==> config.mk <==
export PLATFORM = sky130hd
export DESIGN_NAME = alu_op_sequencer_flat
export DESIGN_NICKNAME = d
export VERILOG_FILES = /design/src/rtl/alu_seq_pkg.sv /design/src/rtl/alu_op_sequencer_if.sv /design/src/rtl/alu_op_sequencer_sync_fifo.sv /design/src/rtl/alu_op_sequencer.sv /design/src/flat_wrapper.sv
export SDC_FILE = /design/constraint.sdc
export NUM_CORES = 1
export LEC_CHECK = 0
export ABC_AREA = 1
export CAP_MARGIN = 10
export CORE_UTILIZATION = 40
export CTS_BUF_LIST = sky130_fd_sc_hd__clkbuf_8
export DETAILED_ROUTE_END_ITERATION = 6
export SETUP_SLACK_MARGIN = 0.02
export SYNTH_ARGS = -nofsm -noshare
export SYNTH_HDL_FRONTEND = slang
export SYNTH_HIERARCHICAL = 1
export SYNTH_SLANG_ARGS = --single-unit
==> constraint.sdc <==
create_clock -name clk -period 4 [get_ports clk]
set_input_delay 0.8 -clock clk [delete_from_list [all_inputs] [get_ports clk]]
set_output_delay 0.8 -clock clk [all_outputs]
set_load 0.03 [all_outputs]
==> src/rtl/alu_seq_pkg.sv <==
// Shared opcodes, ALU constants and the command word used by the ALU
// command sequencer.
package alu_seq_pkg;

  localparam int ALU_W   = 8;
  localparam int ALU_LAT = 1;

  localparam logic [1:0] OP_ADD  = 2'b00;
  localparam logic [1:0] OP_SUB  = 2'b01;
  localparam logic [1:0] OP_ADDK = 2'b10;
  localparam logic [1:0] OP_SUBK = 2'b11;

  localparam logic [ALU_W-1:0] ALU_K = 8'hAA;

  typedef struct packed {
    logic [1:0]       sel;
    logic [ALU_W-1:0] a;
    logic [ALU_W-1:0] b;
  } cmd_t;

endpackage

==> src/rtl/alu_op_sequencer_if.sv <==
// Command, ALU-port and result signals of the ALU command sequencer.
// The master side is the upstream producer/consumer plus the ALU output.
interface alu_op_sequencer_if #(
    parameter int W     = 8,
    parameter int DEPTH = 4
);
    import alu_seq_pkg::*;

    logic                     cmd_valid;
    logic                     cmd_ready;
    logic [1:0]               cmd_sel;
    logic [W-1:0]             cmd_a;
    logic [W-1:0]             cmd_b;
    logic [1:0]               alu_sel;
    logic [W-1:0]             alu_in1;
    logic [W-1:0]             alu_in2;
    logic [W-1:0]             alu_out;
    logic                     res_valid;
    logic                     res_ready;
    logic [W-1:0]             res_data;
    logic [1:0]               res_sel;
    logic [$clog2(DEPTH):0]   cmd_count;

    modport master (
        output cmd_valid, cmd_sel, cmd_a, cmd_b, res_ready, alu_out,
        input  cmd_ready, alu_sel, alu_in1, alu_in2, res_valid, res_data, res_sel, cmd_count
    );

    modport slave (
        input  cmd_valid, cmd_sel, cmd_a, cmd_b, res_ready, alu_out,
        output cmd_ready, alu_sel, alu_in1, alu_in2, res_valid, res_data, res_sel, cmd_count
    );
endinterface

==> src/rtl/alu_op_sequencer_sync_fifo.sv <==
// Synchronous FIFO with extra-bit pointers; the head reads as zero when empty
// so storage needs no reset.
module sync_fifo #(
    parameter int WIDTH = 8,
    parameter int DEPTH = 4
) (
    input  logic                   clk,
    input  logic                   rst,
    input  logic                   push,
    input  logic [WIDTH-1:0]       wdata,
    input  logic                   pop,
    output logic [WIDTH-1:0]       rdata,
    output logic                   full,
    output logic                   empty,
    output logic [$clog2(DEPTH):0] count
);
    localparam int AW = $clog2(DEPTH);

    logic [WIDTH-1:0] mem [DEPTH];
    logic [AW:0]      wptr;
    logic [AW:0]      rptr;

    always_ff @(posedge clk) begin
        if (rst) begin
            wptr <= '0;
            rptr <= '0;
        end else begin
            if (push && !full) wptr <= wptr + 1'b1;
            if (pop && !empty) rptr <= rptr + 1'b1;
        end
    end

    always_ff @(posedge clk) begin
        if (push && !full) mem[wptr[AW-1:0]] <= wdata;
    end

    assign empty = (wptr == rptr);
    assign full  = (wptr[AW] != rptr[AW]) && (wptr[AW-1:0] == rptr[AW-1:0]);
    assign count = wptr - rptr;
    assign rdata = empty ? '0 : mem[rptr[AW-1:0]];
endmodule

==> src/rtl/alu_op_sequencer.sv <==
// Buffers ALU commands, issues at most one per cycle into the one-cycle ALU
// and queues its results so the ALU can sit in a back-pressured pipeline.
module alu_op_sequencer #(
    parameter int DEPTH = 4,
    parameter int W     = 8
) (
    input  logic              clk,
    input  logic              rst,
    alu_op_sequencer_if.slave bus
);
    import alu_seq_pkg::*;

    localparam int CW        = $clog2(DEPTH) + 1;
    localparam int RES_DEPTH = ALU_LAT + 1;
    localparam int RCW       = $clog2(RES_DEPTH) + 1;

    typedef struct packed {
        logic [1:0]   sel;
        logic [W-1:0] data;
    } res_t;

    cmd_t           cmd_wr;
    cmd_t           cmd_head;
    logic           cmd_full;
    logic           cmd_empty;
    logic [CW-1:0]  cmd_cnt;
    logic           issue;
    res_t           res_wr;
    res_t           res_head;
    logic           res_full;
    logic           res_empty;
    logic           res_pop;
    logic [RCW-1:0] res_cnt;
    logic [RCW:0]   outstanding;
    logic           vld_p1;
    logic [1:0]     sel_p1;

    assign cmd_wr = '{sel: bus.cmd_sel, a: bus.cmd_a, b: bus.cmd_b};

    sync_fifo #(.WIDTH($bits(cmd_t)), .DEPTH(DEPTH)) u_cmd_fifo (
        .clk   (clk),
        .rst   (rst),
        .push  (bus.cmd_valid && !cmd_full),
        .wdata (cmd_wr),
        .pop   (issue),
        .rdata (cmd_head),
        .full  (cmd_full),
        .empty (cmd_empty),
        .count (cmd_cnt)
    );

    // Results in flight plus queued must stay within the result FIFO after this edge.
    assign res_pop     = !res_empty && bus.res_ready;
    assign outstanding = {{RCW{1'b0}}, vld_p1} + {1'b0, res_cnt} - {{RCW{1'b0}}, res_pop};
    assign issue       = !cmd_empty && (outstanding < (RCW+1)'(RES_DEPTH));

    assign bus.alu_sel = cmd_head.sel;
    assign bus.alu_in1 = cmd_head.a;
    assign bus.alu_in2 = cmd_head.b;

    // p1: command is inside the ALU register; its result appears on alu_out
    always_ff @(posedge clk) begin
        if (rst) vld_p1 <= 1'b0;
        else     vld_p1 <= issue;
    end

    always_ff @(posedge clk) begin
        if (issue) sel_p1 <= cmd_head.sel;
    end

    assign res_wr = '{sel: sel_p1, data: bus.alu_out};

    sync_fifo #(.WIDTH($bits(res_t)), .DEPTH(RES_DEPTH)) u_res_fifo (
        .clk   (clk),
        .rst   (rst),
        .push  (vld_p1),
        .wdata (res_wr),
        .pop   (res_pop),
        .rdata (res_head),
        .full  (res_full),
        .empty (res_empty),
        .count (res_cnt)
    );

    assign bus.cmd_ready = !cmd_full;
    assign bus.cmd_count = cmd_cnt;
    assign bus.res_valid = !res_empty;
    assign bus.res_data  = res_head.data;
    assign bus.res_sel   = res_head.sel;

    a_no_res_overflow: assert property (@(posedge clk) disable iff (rst)
        !(vld_p1 && res_full && !res_pop));
endmodule

==> src/flat_wrapper.sv <==
// flat-port wrapper written by rule: the top's interface ports become plain ports
module alu_op_sequencer_flat import alu_seq_pkg::*;
#(
    parameter int DEPTH = 4,
    parameter int W     = 8
)
  (clk, rst, bus_cmd_valid, bus_cmd_sel, bus_cmd_a, bus_cmd_b, bus_res_ready, bus_alu_out, bus_cmd_ready, bus_alu_sel, bus_alu_in1, bus_alu_in2, bus_res_valid, bus_res_data, bus_res_sel, bus_cmd_count);
  alu_op_sequencer_if #(.W(W), .DEPTH(DEPTH)) bus_i ();
  input  logic clk;
  input  logic rst;
  input wire logic [$bits(bus_i.cmd_valid)-1:0] bus_cmd_valid;
  input wire logic [$bits(bus_i.cmd_sel)-1:0] bus_cmd_sel;
  input wire logic [$bits(bus_i.cmd_a)-1:0] bus_cmd_a;
  input wire logic [$bits(bus_i.cmd_b)-1:0] bus_cmd_b;
  input wire logic [$bits(bus_i.res_ready)-1:0] bus_res_ready;
  input wire logic [$bits(bus_i.alu_out)-1:0] bus_alu_out;
  output wire logic [$bits(bus_i.cmd_ready)-1:0] bus_cmd_ready;
  output wire logic [$bits(bus_i.alu_sel)-1:0] bus_alu_sel;
  output wire logic [$bits(bus_i.alu_in1)-1:0] bus_alu_in1;
  output wire logic [$bits(bus_i.alu_in2)-1:0] bus_alu_in2;
  output wire logic [$bits(bus_i.res_valid)-1:0] bus_res_valid;
  output wire logic [$bits(bus_i.res_data)-1:0] bus_res_data;
  output wire logic [$bits(bus_i.res_sel)-1:0] bus_res_sel;
  output wire logic [$bits(bus_i.cmd_count)-1:0] bus_cmd_count;
  assign bus_i.cmd_valid = bus_cmd_valid;
  assign bus_i.cmd_sel = bus_cmd_sel;
  assign bus_i.cmd_a = bus_cmd_a;
  assign bus_i.cmd_b = bus_cmd_b;
  assign bus_i.res_ready = bus_res_ready;
  assign bus_i.alu_out = bus_alu_out;
  assign bus_cmd_ready = bus_i.cmd_ready;
  assign bus_alu_sel = bus_i.alu_sel;
  assign bus_alu_in1 = bus_i.alu_in1;
  assign bus_alu_in2 = bus_i.alu_in2;
  assign bus_res_valid = bus_i.res_valid;
  assign bus_res_data = bus_i.res_data;
  assign bus_res_sel = bus_i.res_sel;
  assign bus_cmd_count = bus_i.cmd_count;
  alu_op_sequencer #(.DEPTH(DEPTH), .W(W)) u_core (.clk(clk), .rst(rst), .bus(bus_i));
endmodule
==> metrics, run 1 <==
DP HPWL=5.54 mm; Sw Ratio=40.8%; WL per Instance=13.9 um; fin crit share=84.4%; Root Driver=clkbuf_8; worst path required time=3.20 ns; Ys Warns=6; clk buf depth=2; Vias/cell=4.77; placed cell count=605; initial antenna violation count=0; PortBufs=62; CP Class=flip-flop to output pin; Max Cap Violations=0; post-route cell area=0.00567 mm^2; clock network power share=16.9%; Finished Layout Cells=621; Overflow after GRT=0; 1st-pass router iterations=4; Worst-Margin Slew=0.926 ns; Logic pwr share=44.9%; Critical Path End Type=output pin; drt drc=0; Post-Synthesis Cells=406; Max Clock Skew=0.0164 ns; Placer Congestion=0.745; Sinks on Clock Net=108; Die ar.=0.0123 mm^2; # H-tree levels=3; FF-to-FF Start=u_core/u_res_fifo/wptr[0]; Worst Setup SP=u_core/u_cmd_fifo/wptr[0]; Fillers=1,051; CTS resizes=0; Routed Antenna Nets=0; area of the core=0.0115 mm^2; Worst-Skew Late Latency=0.37 ns; Initial Util=41.3%; TritonCTS clock tree=built; Pwr Density=686 mW/mm^2; Setup crit end=bus_alu_sel[1]; largest net degree at the start of global routing=37; Finished Core Util=49.5%; Hold Vio Cnt, Final=0; Mapped Avg Cell Area=11.7 um^2; via count=2,964; overall routing resource usage=14.9%; startpoint types=flip-flop; ANT cells=0; R2R Path End=u_core/u_cmd_fifo/rptr[2]; Tmin final=3.38 ns; wirelength, routed=8.65 mm; area occupied by multi-input gates=0.00131 mm^2; FF-to-FF setup slack=1.02 ns; die extent in y=111 um; Post-Syn Nets=447; global-route wire length before repair=14.1 mm; pre-CTS WS=0.827 ns; Die X=111 um; Peak VDD IR=0.331 mV; ratio of cells with drive above 1 in the final layout=17.2%; Top Ports=63; CP max FO=19; RSZ-0062 raised after global routing=false; Setup Buffers After CTS=0; crit path DAT=2.58 ns; fmax=296 MHz; Static Leak=2.14 nW; CTS Buf Count=9; vias in the first global route=2,872; area delta synth->final=19.9%; hold buffer count at CTS=0; Max Transition Viols Final=0; worst hold path type=flip-flop to flip-flop; nets=514; Seq pwr share=38.2%; Internal=2.30 mW; Hold WS=0.461 ns; Final setup viols=0; Seq. cell area=0.00310 mm^2; final setup margin=0.623 ns; area post-placement=0.00547 mm^2; clock-pin slew on the worst setup and hold paths=0.11 ns; Fin Setup TNS=0 ns; Max-Slew Margin vs Limit=38.1%; Post-Syn Area=0.00473 mm^2; Final Power=3.89 mW; DR iter-0 viols=108; std cell rows=39; Psw=1.59 mW; status=finished clean; depth of the most critical reg-to-reg path=18
==> critical path: stages (launching register included) <==
cell,delay [ns]
dfxtp_1,0.42
inv_1,0.11
ha_1,0.31
nand2_1,0.10
inv_1,0.09
nand3_4,0.11
inv_6,0.11
a21oi_1,0.25
clkdlybuf4s50_1,0.72
==> final cells by class <==
class	instances	share of cell area, %
clock buffer	9	2.18
multi-input combinational	236	23.1
sequential	108	54.7
inverter	49	3.60
timing repair buffer	69	11.9
clock inverter	7	1.43
tap	143	3.15
==> power groups by stage <==
stage | Clock [mW] | Sequential (mW) | Combinational [mW]
3_3_place_gp | 0 | 1.51 | 1.75
5_1_grt | 0.724 | 1.50 | 1.90
2_1_floorplan | 0 | 1.49 | 1.24
4_1_cts | 0.679 | 1.49 | 1.77
6_report | 0.658 | 1.49 | 1.75
3_5_place_dp | 0 | 1.51 | 1.77
==> cell usage in the layout (no fill, tap or decap), types with 3 or more instances in the layout <==
cell / n
clkdlybuf4s50_1: 62
o21ai_1: 3
nand2_2: 15
inv_6: 4
nand3_1: 5
a21oi_1: 19
buf_4: 7
a21oi_2: 9
ha_1: 9
mux2_2: 9
inv_2: 16
inv_1: 30
o211ai_1: 3
clkbuf_8: 9
dfxtp_1: 14
o21ai_0: 33
nand2_1: 27
edfxtp_1: 94
nor2_1: 91
==> flip-flops by register name, indices dropped and copies added (netlist names), named ones only <==
signal	flops
u_core/sel_p1	2
u_core/u_cmd_fifo/mem	72
u_core/u_cmd_fifo/rptr	3
u_core/u_cmd_fifo/wptr	3
u_core/u_res_fifo/mem	20
u_core/u_res_fifo/rptr	2
u_core/u_res_fifo/wptr	2
u_core/vld_p1	1
==> layer usage <==
layer / vias up / routed length (um) / GRT usage [%]
met3: 6 / 361 / 4.16
met5: - / 0 / 0
met1: 1406 / 4010 / 18.6
met2: 61 / 4210 / 25.4
li1: 1491 / - / -
met4: 0 / 69 / 3.73
==> how the worst min path moves through the flow <==
stage                     start                     endpoint  slack [ns]  cells after the start
2_1_floorplan  u_core/sel_p1[0]  u_core/u_res_fifo/mem[0][8]        0.42                      0
3_3_place_gp   u_core/sel_p1[1]  u_core/u_res_fifo/mem[0][9]        0.43                      0
3_5_place_dp   u_core/sel_p1[1]  u_core/u_res_fifo/mem[1][9]        0.44                      0
4_1_cts        u_core/sel_p1[1]  u_core/u_res_fifo/mem[0][9]        0.46                      0
5_1_grt        u_core/sel_p1[0]  u_core/u_res_fifo/mem[0][8]        0.47                      0
6_report       u_core/sel_p1[1]  u_core/u_res_fifo/mem[1][9]        0.46                      0
No activity file was read; power rests on OpenSTA's default activity.
==> run 2: changes to the inputs <==
==> constraint.sdc (replaced) <==
create_clock -name clk -period 2.85 [get_ports clk]
set_input_delay 0.57 -clock clk [delete_from_list [all_inputs] [get_ports clk]]
set_output_delay 0.57 -clock clk [all_outputs]
set_load 0.03 [all_outputs]
==> metrics, run 2 (synthesized netlist as in run 1, its figures left out) <==
Placer Congestion=0.747; FF-to-FF setup slack=0.27 ns; worst hold path type=flip-flop to flip-flop; hold path depth=0; startpoint types=flip-flop; Worst-Skew Late Latency=0.39 ns; clock-pin slew on the worst setup and hold paths=0.10 ns; largest net degree at the start of global routing=37; clk buf depth=2; wirelength, routed=8.72 mm; PortBufs=62; drt drc=0; Final Power=5.41 mW; Max Clock Skew=0.0145 ns; CP Class=flip-flop to output pin; Pwr Density=948 mW/mm^2; Tmin final=2.66 ns; crit path DAT=2.09 ns; final setup margin=0.186 ns; worst path required time=2.28 ns; nets=522; R2R Path End=u_core/u_cmd_fifo/rptr[2]; Hold Vio Cnt, Final=0; Final setup viols=0; Overflow after GRT=0; Die X=111 um; Initial Util=41.3%; hold path start=u_core/sel_p1[1]; overall routing resource usage=15.6%; Max Cap Violations=0; die extent in y=111 um; FF-to-FF Start=u_core/u_res_fifo/wptr[0]; ANT cells=0; area delta synth->final=20.5%; status=finished clean; Die ar.=0.0123 mm^2; fin crit share=93.5%; Routed Antenna Nets=0; Vias/cell=4.79; Max Transition Viols Final=0; CP max FO=19; Static Leak=2.26 nW; Peak VDD IR=0.436 mV; DR iter-0 viols=127; DP HPWL=5.73 mm; Max-Slew Margin vs Limit=64.6%; Sinks on Clock Net=108; CTS Buf Count=9; most frequent cells in the layout=94 x edfxtp_1, 91 x nor2_1, 33 x o21ai_0, 31 x clkdlybuf4s50_1, 30 x inv_1; most common cell after layout, fill and taps aside=edfxtp_1; # H-tree levels=3; via count=3,011; Root Driver=clkbuf_8; hold endpoint=u_core/u_res_fifo/mem[0][9]; RSZ-0062 raised after global routing=false; initial antenna violation count=0; TritonCTS clock tree=built; Critical Path End Type=output pin; WL per Instance=13.9 um; vias in the first global route=3,013; std cell rows=39; pre-CTS WS=-0.00129 ns; max reg flops=72; fmax=375 MHz; Top Ports=63; 1st-pass router iterations=4; Worst-Margin Slew=0.530 ns; area of the core=0.0115 mm^2; ratio of cells with drive above 1 in the final layout=21.2%; global-route wire length before repair=14.7 mm; depth of the most critical reg-to-reg path=18
## run 2: cell types whose count changed in the layout (fill, tap and decap cells not counted), sizes merged
cell,previous run,this run
buf,7,16
clkdlybuf4s15,0,2
bufinv,1,2
dlygate4sd2,0,20
clkbuf,9,17
inv,52,51
clkdlybuf4s50,62,31
## run 2: worst max-delay path by stage
stage                                 to                       from  depth (start not counted)  slack [ns]
2_1_floorplan  u_core/u_cmd_fifo/rptr[2]  u_core/u_res_fifo/wptr[0]                         19        0.09
3_3_place_gp            u_core/sel_p1[0]              bus_res_ready                         12        0.06
3_5_place_dp   u_core/u_cmd_fifo/rptr[2]              bus_res_ready                         16      -0.001
4_1_cts                   bus_alu_in2[1]  u_core/u_cmd_fifo/wptr[0]                          8        0.02
5_1_grt                   bus_alu_in2[2]  u_core/u_cmd_fifo/wptr[0]                          8        0.03
6_report                  bus_alu_in1[0]  u_core/u_cmd_fifo/wptr[0]                          8        0.19
## run 2: metal layers
layer	up-vias	routed length (um)	GRT usage (%)
li1	1508	-	-
met1	1428	3980	19.7
met5	-	0	0
met3	11	429	3.77
met2	64	4150	25.1
met4	0	158	7.82
## run 2: power breakdown
part           internal (mW)  leakage, nW  switching, mW
clock network          0.413        0.107          0.534
logic                  0.800         1.18           1.57
registers               2.00        0.977         0.0937
total                   3.21         2.26           2.20
## run 2: through the flow
| step | std cells | utilization (%) | hold WS, ns | cell area [um^2] | setup TNS [ns] |
|---|---|---|---|---|---|
| after global placement | 613 | 48.5 | 0.425 | 5560 | 0 |
| after global routing | 629 | 49.7 | 0.467 | 5700 | 0 |
| after CTS | 629 | 50.0 | 0.456 | 5730 | 0 |
| after detailed placement | 613 | 48.5 | 0.431 | 5560 | -0.00129 |
| after floorplan | 406 | - | 0.421 | 4730 | 0 |
| final | 629 | 49.7 | 0.455 | 5700 | 0 |
## run 2: layout make-up
class | count | area, um^2
clock buffer | 9 | 124
clock inverter | 7 | 72.6
sequential | 108 | 3100
tap | 143 | 179
timing repair buffer | 77 | 706
multi-input combinational | 236 | 1310
fill | 1036 | 5770
inverter | 49 | 206
## run 2: what timing repair did
action,CTS,global route
setup endpoints to repair,30,24
gates resized for setup,36,18
hold buffers,0,0
buffers inserted,0,0
## run 2: worst max-delay path, cell delays in order, from the launching register on
cell and delay (ns):
dfxtp_2 0.38, inv_1 0.08, ha_1 0.31, nand2_1 0.09, inv_1 0.09, nand3_4 0.13
inv_8 0.11, a21oi_2 0.10, dlygate4sd2_1 0.42
==> run 3: changes to the inputs <==
--- a/config.mk
+++ b/config.mk
@@ -10,7 +10,9 @@
 export CORE_UTILIZATION = 40
 export CTS_BUF_LIST = sky130_fd_sc_hd__clkbuf_8
 export DETAILED_ROUTE_END_ITERATION = 6
+export REMOVE_ABC_BUFFERS = 1
 export SETUP_SLACK_MARGIN = 0.02
+export SLEW_MARGIN = 20
 export SYNTH_ARGS = -nofsm -noshare
 export SYNTH_HDL_FRONTEND = slang
 export SYNTH_HIERARCHICAL = 1
==> metrics, run 3 (synthesized netlist as in run 1, its figures left out) <==
# H-tree levels=3; CP max stage delay=0.40 ns; nets=522; Tmin final=2.69 ns; startpoint types=flip-flop; via count=2,954; Max Clock Skew=0.0107 ns; Slowest cell on crit path=dfxtp_1; largest net degree at the start of global routing=36; R2R Path End=u_core/u_cmd_fifo/rptr[2]; Crit. path cell count=8; Placer Congestion=0.746; Logic pwr share=45.2%; Initial Util=41.3%; fin crit share=94.3%; global-route wire length before repair=13.9 mm; most frequent cells in the layout=94 x edfxtp_1, 87 x nor2_1, 33 x o21ai_0, 31 x inv_1, 31 x clkdlybuf4s50_1; DP HPWL=5.46 mm; most common cell after layout, fill and taps aside=edfxtp_1; worst hold path type=flip-flop to flip-flop; Max Transition Viols Final=0; worst path required time=2.28 ns; Overflow after GRT=0; Top Ports=63; Finished Core Util=49.7%; Pwr Density=925 mW/mm^2; Sinks on Clock Net=108; Psw=2.15 mW; RSZ-0062 raised after global routing=true; Max Cap Violations=0; Critical Path End Type=output pin; clk buf depth=2; Buf/Inv on CP=4; CP Class=flip-flop to output pin; ANT cells=0; Root Driver=clkbuf_8; max reg flops=72; Sw Ratio=40.8%; fmax=372 MHz; Peak VDD IR=0.345 mV; hold path start=u_core/sel_p1[0]; die extent in y=111 um; cell repeated most along the worst path=inv_1; Final setup viols=0; clock network power share=15.2%; Final Power=5.27 mW; Worst-Margin Slew=0.543 ns; TritonCTS clock tree=built; initial antenna violation count=0; area delta synth->final=20.3%; vias in the first global route=2,806; Worst path top cell family by delay=buffers and inverters; Seq pwr share=39.6%; ratio of cells with drive above 1 in the final layout=21.2%; status=finished clean; Seq. cell area=0.00310 mm^2; Die ar.=0.0123 mm^2; Worst Setup SP=u_core/u_cmd_fifo/wptr[0]; Hold Vio Cnt, Final=0; DR iter-0 viols=186; Vias/cell=4.70; Worst-Skew Late Latency=0.36 ns; hold path depth=0; Static Leak=2.25 nW; Routed Antenna Nets=0; overall routing resource usage=14.6%; crit path DAT=2.12 ns; hold endpoint=u_core/u_res_fifo/mem[1][8]; Internal=3.12 mW; FF-to-FF setup slack=0.26 ns; depth of the most critical reg-to-reg path=18; std cell rows=39; wirelength, routed=8.50 mm; Fillers=1,000; FF-to-FF Start=u_core/u_res_fifo/wptr[0]; worst path cell trace=inv_1 -> ha_1 -> nand2_1 -> inv_1 -> nand3_4 -> inv_8 -> a21oi_1 -> dlygate4sd2_1; clock-pin slew on the worst setup and hold paths=0.09 ns; WL per Instance=13.5 um; drt drc=0; area occupied by multi-input gates=0.00132 mm^2; 1st-pass router iterations=4; CP max FO=19; Die X=111 um; area of the core=0.0115 mm^2; PortBufs=62; CTS Buf Count=9; Max-Slew Margin vs Limit=63.8%
## run 3: cell count changes in the layout (fill, tap and decap cells not counted), sizes merged
cell,before,now
buf,16,18
clkbuf,17,15
clkdlybuf4s15,2,0
clkinv,3,5
dlygate4sd2,20,22
inv,51,49
bufinv,2,1
clkinvlp,0,1
## run 3: cell type report
cell class / instances / area share, %
clock buffers: 9 / 2.18
clock inverters: 7 / 0.747
inverters: 49 / 3.63
multi-input cells: 236 / 23.2
flip-flops and latches: 108 / 54.5
well taps: 143 / 3.14
repair buffers: 77 / 12.6
## run 3: worst max-delay path by stage
| stage | slack, ns | to |
|---|---|---|
| floorplan | 0.13 | u_core/u_cmd_fifo/rptr[2] |
| global placement | 0.1 | flip-flop |
| detailed placement | 0.07 | u_core/u_cmd_fifo/rptr[0] |
| CTS | 0.06 | bus_alu_sel[0] |
| global route | -0.001 | bus_alu_in2[4] |
| finish | 0.16 | bus_alu_in2[4] |
## run 3: worst register-to-register path, cell delays in order, from the launching register on
cell and delay [ns]:
dfxtp_2 0.36, inv_1 0.05, ha_2 0.33, nand2_4 0.09, inv_2 0.03, nor2_1 0.14
ha_1 0.25, inv_1 0.05, nand2_1 0.05, fa_1 0.47, inv_1 0.06, nor2_4 0.08
nand3_2 0.07, inv_1 0.10, nand2_1 0.06, inv_1 0.08, o211ai_1 0.09, nand2_1 0.07
nor2_1 0.04
## run 3: metrics by stage
| stage | area [um^2] | setup TNS [ns] | setup slack [ns] | cells | hold WS (ns) |
|---|---|---|---|---|---|
| after floorplan | 4610 | 0 | 0.128 | 393 | 0.421 |
| after global placement | 5580 | 0 | 0.0967 | 613 | 0.427 |
| after detailed placement | 5580 | 0 | 0.0740 | 613 | 0.430 |
| after CTS | 5710 | 0 | 0.0589 | 629 | 0.455 |
| after global routing | 5690 | -0.00117 | -0.00117 | 629 | 0.459 |
| final | 5690 | 0 | 0.162 | 629 | 0.449 |
## run 3: what timing repair did
| action | CTS | global route |
|---|---|---|
| resized for setup | 28 | 15 |
| endpoints found under the setup margin | 28 | 22 |
| buffers inserted | 0 | 0 |
| hold buffers | 0 | 0 |
## run 3: per-layer routing
| layer | share of wire [%] | global-route usage, % |
|---|---|---|
| met2 | 48 | 23.8 |
| met4 | 1.5 | 5.24 |
| met5 | 0 | 0 |
| met1 | 47 | 19.3 |
| met3 | 4.0 | 3.01 |
## run 3: power by group through the flow
stage / clock network, mW / registers, mW / logic (mW)
6_report: 0.799 / 2.08 / 2.38
5_1_grt: 0.888 / 2.11 / 2.62
4_1_cts: 0.834 / 2.09 / 2.44
3_5_place_dp: 0 / 2.12 / 2.59
3_3_place_gp: 0 / 2.12 / 2.56
2_1_floorplan: 0 / 2.15 / 1.54
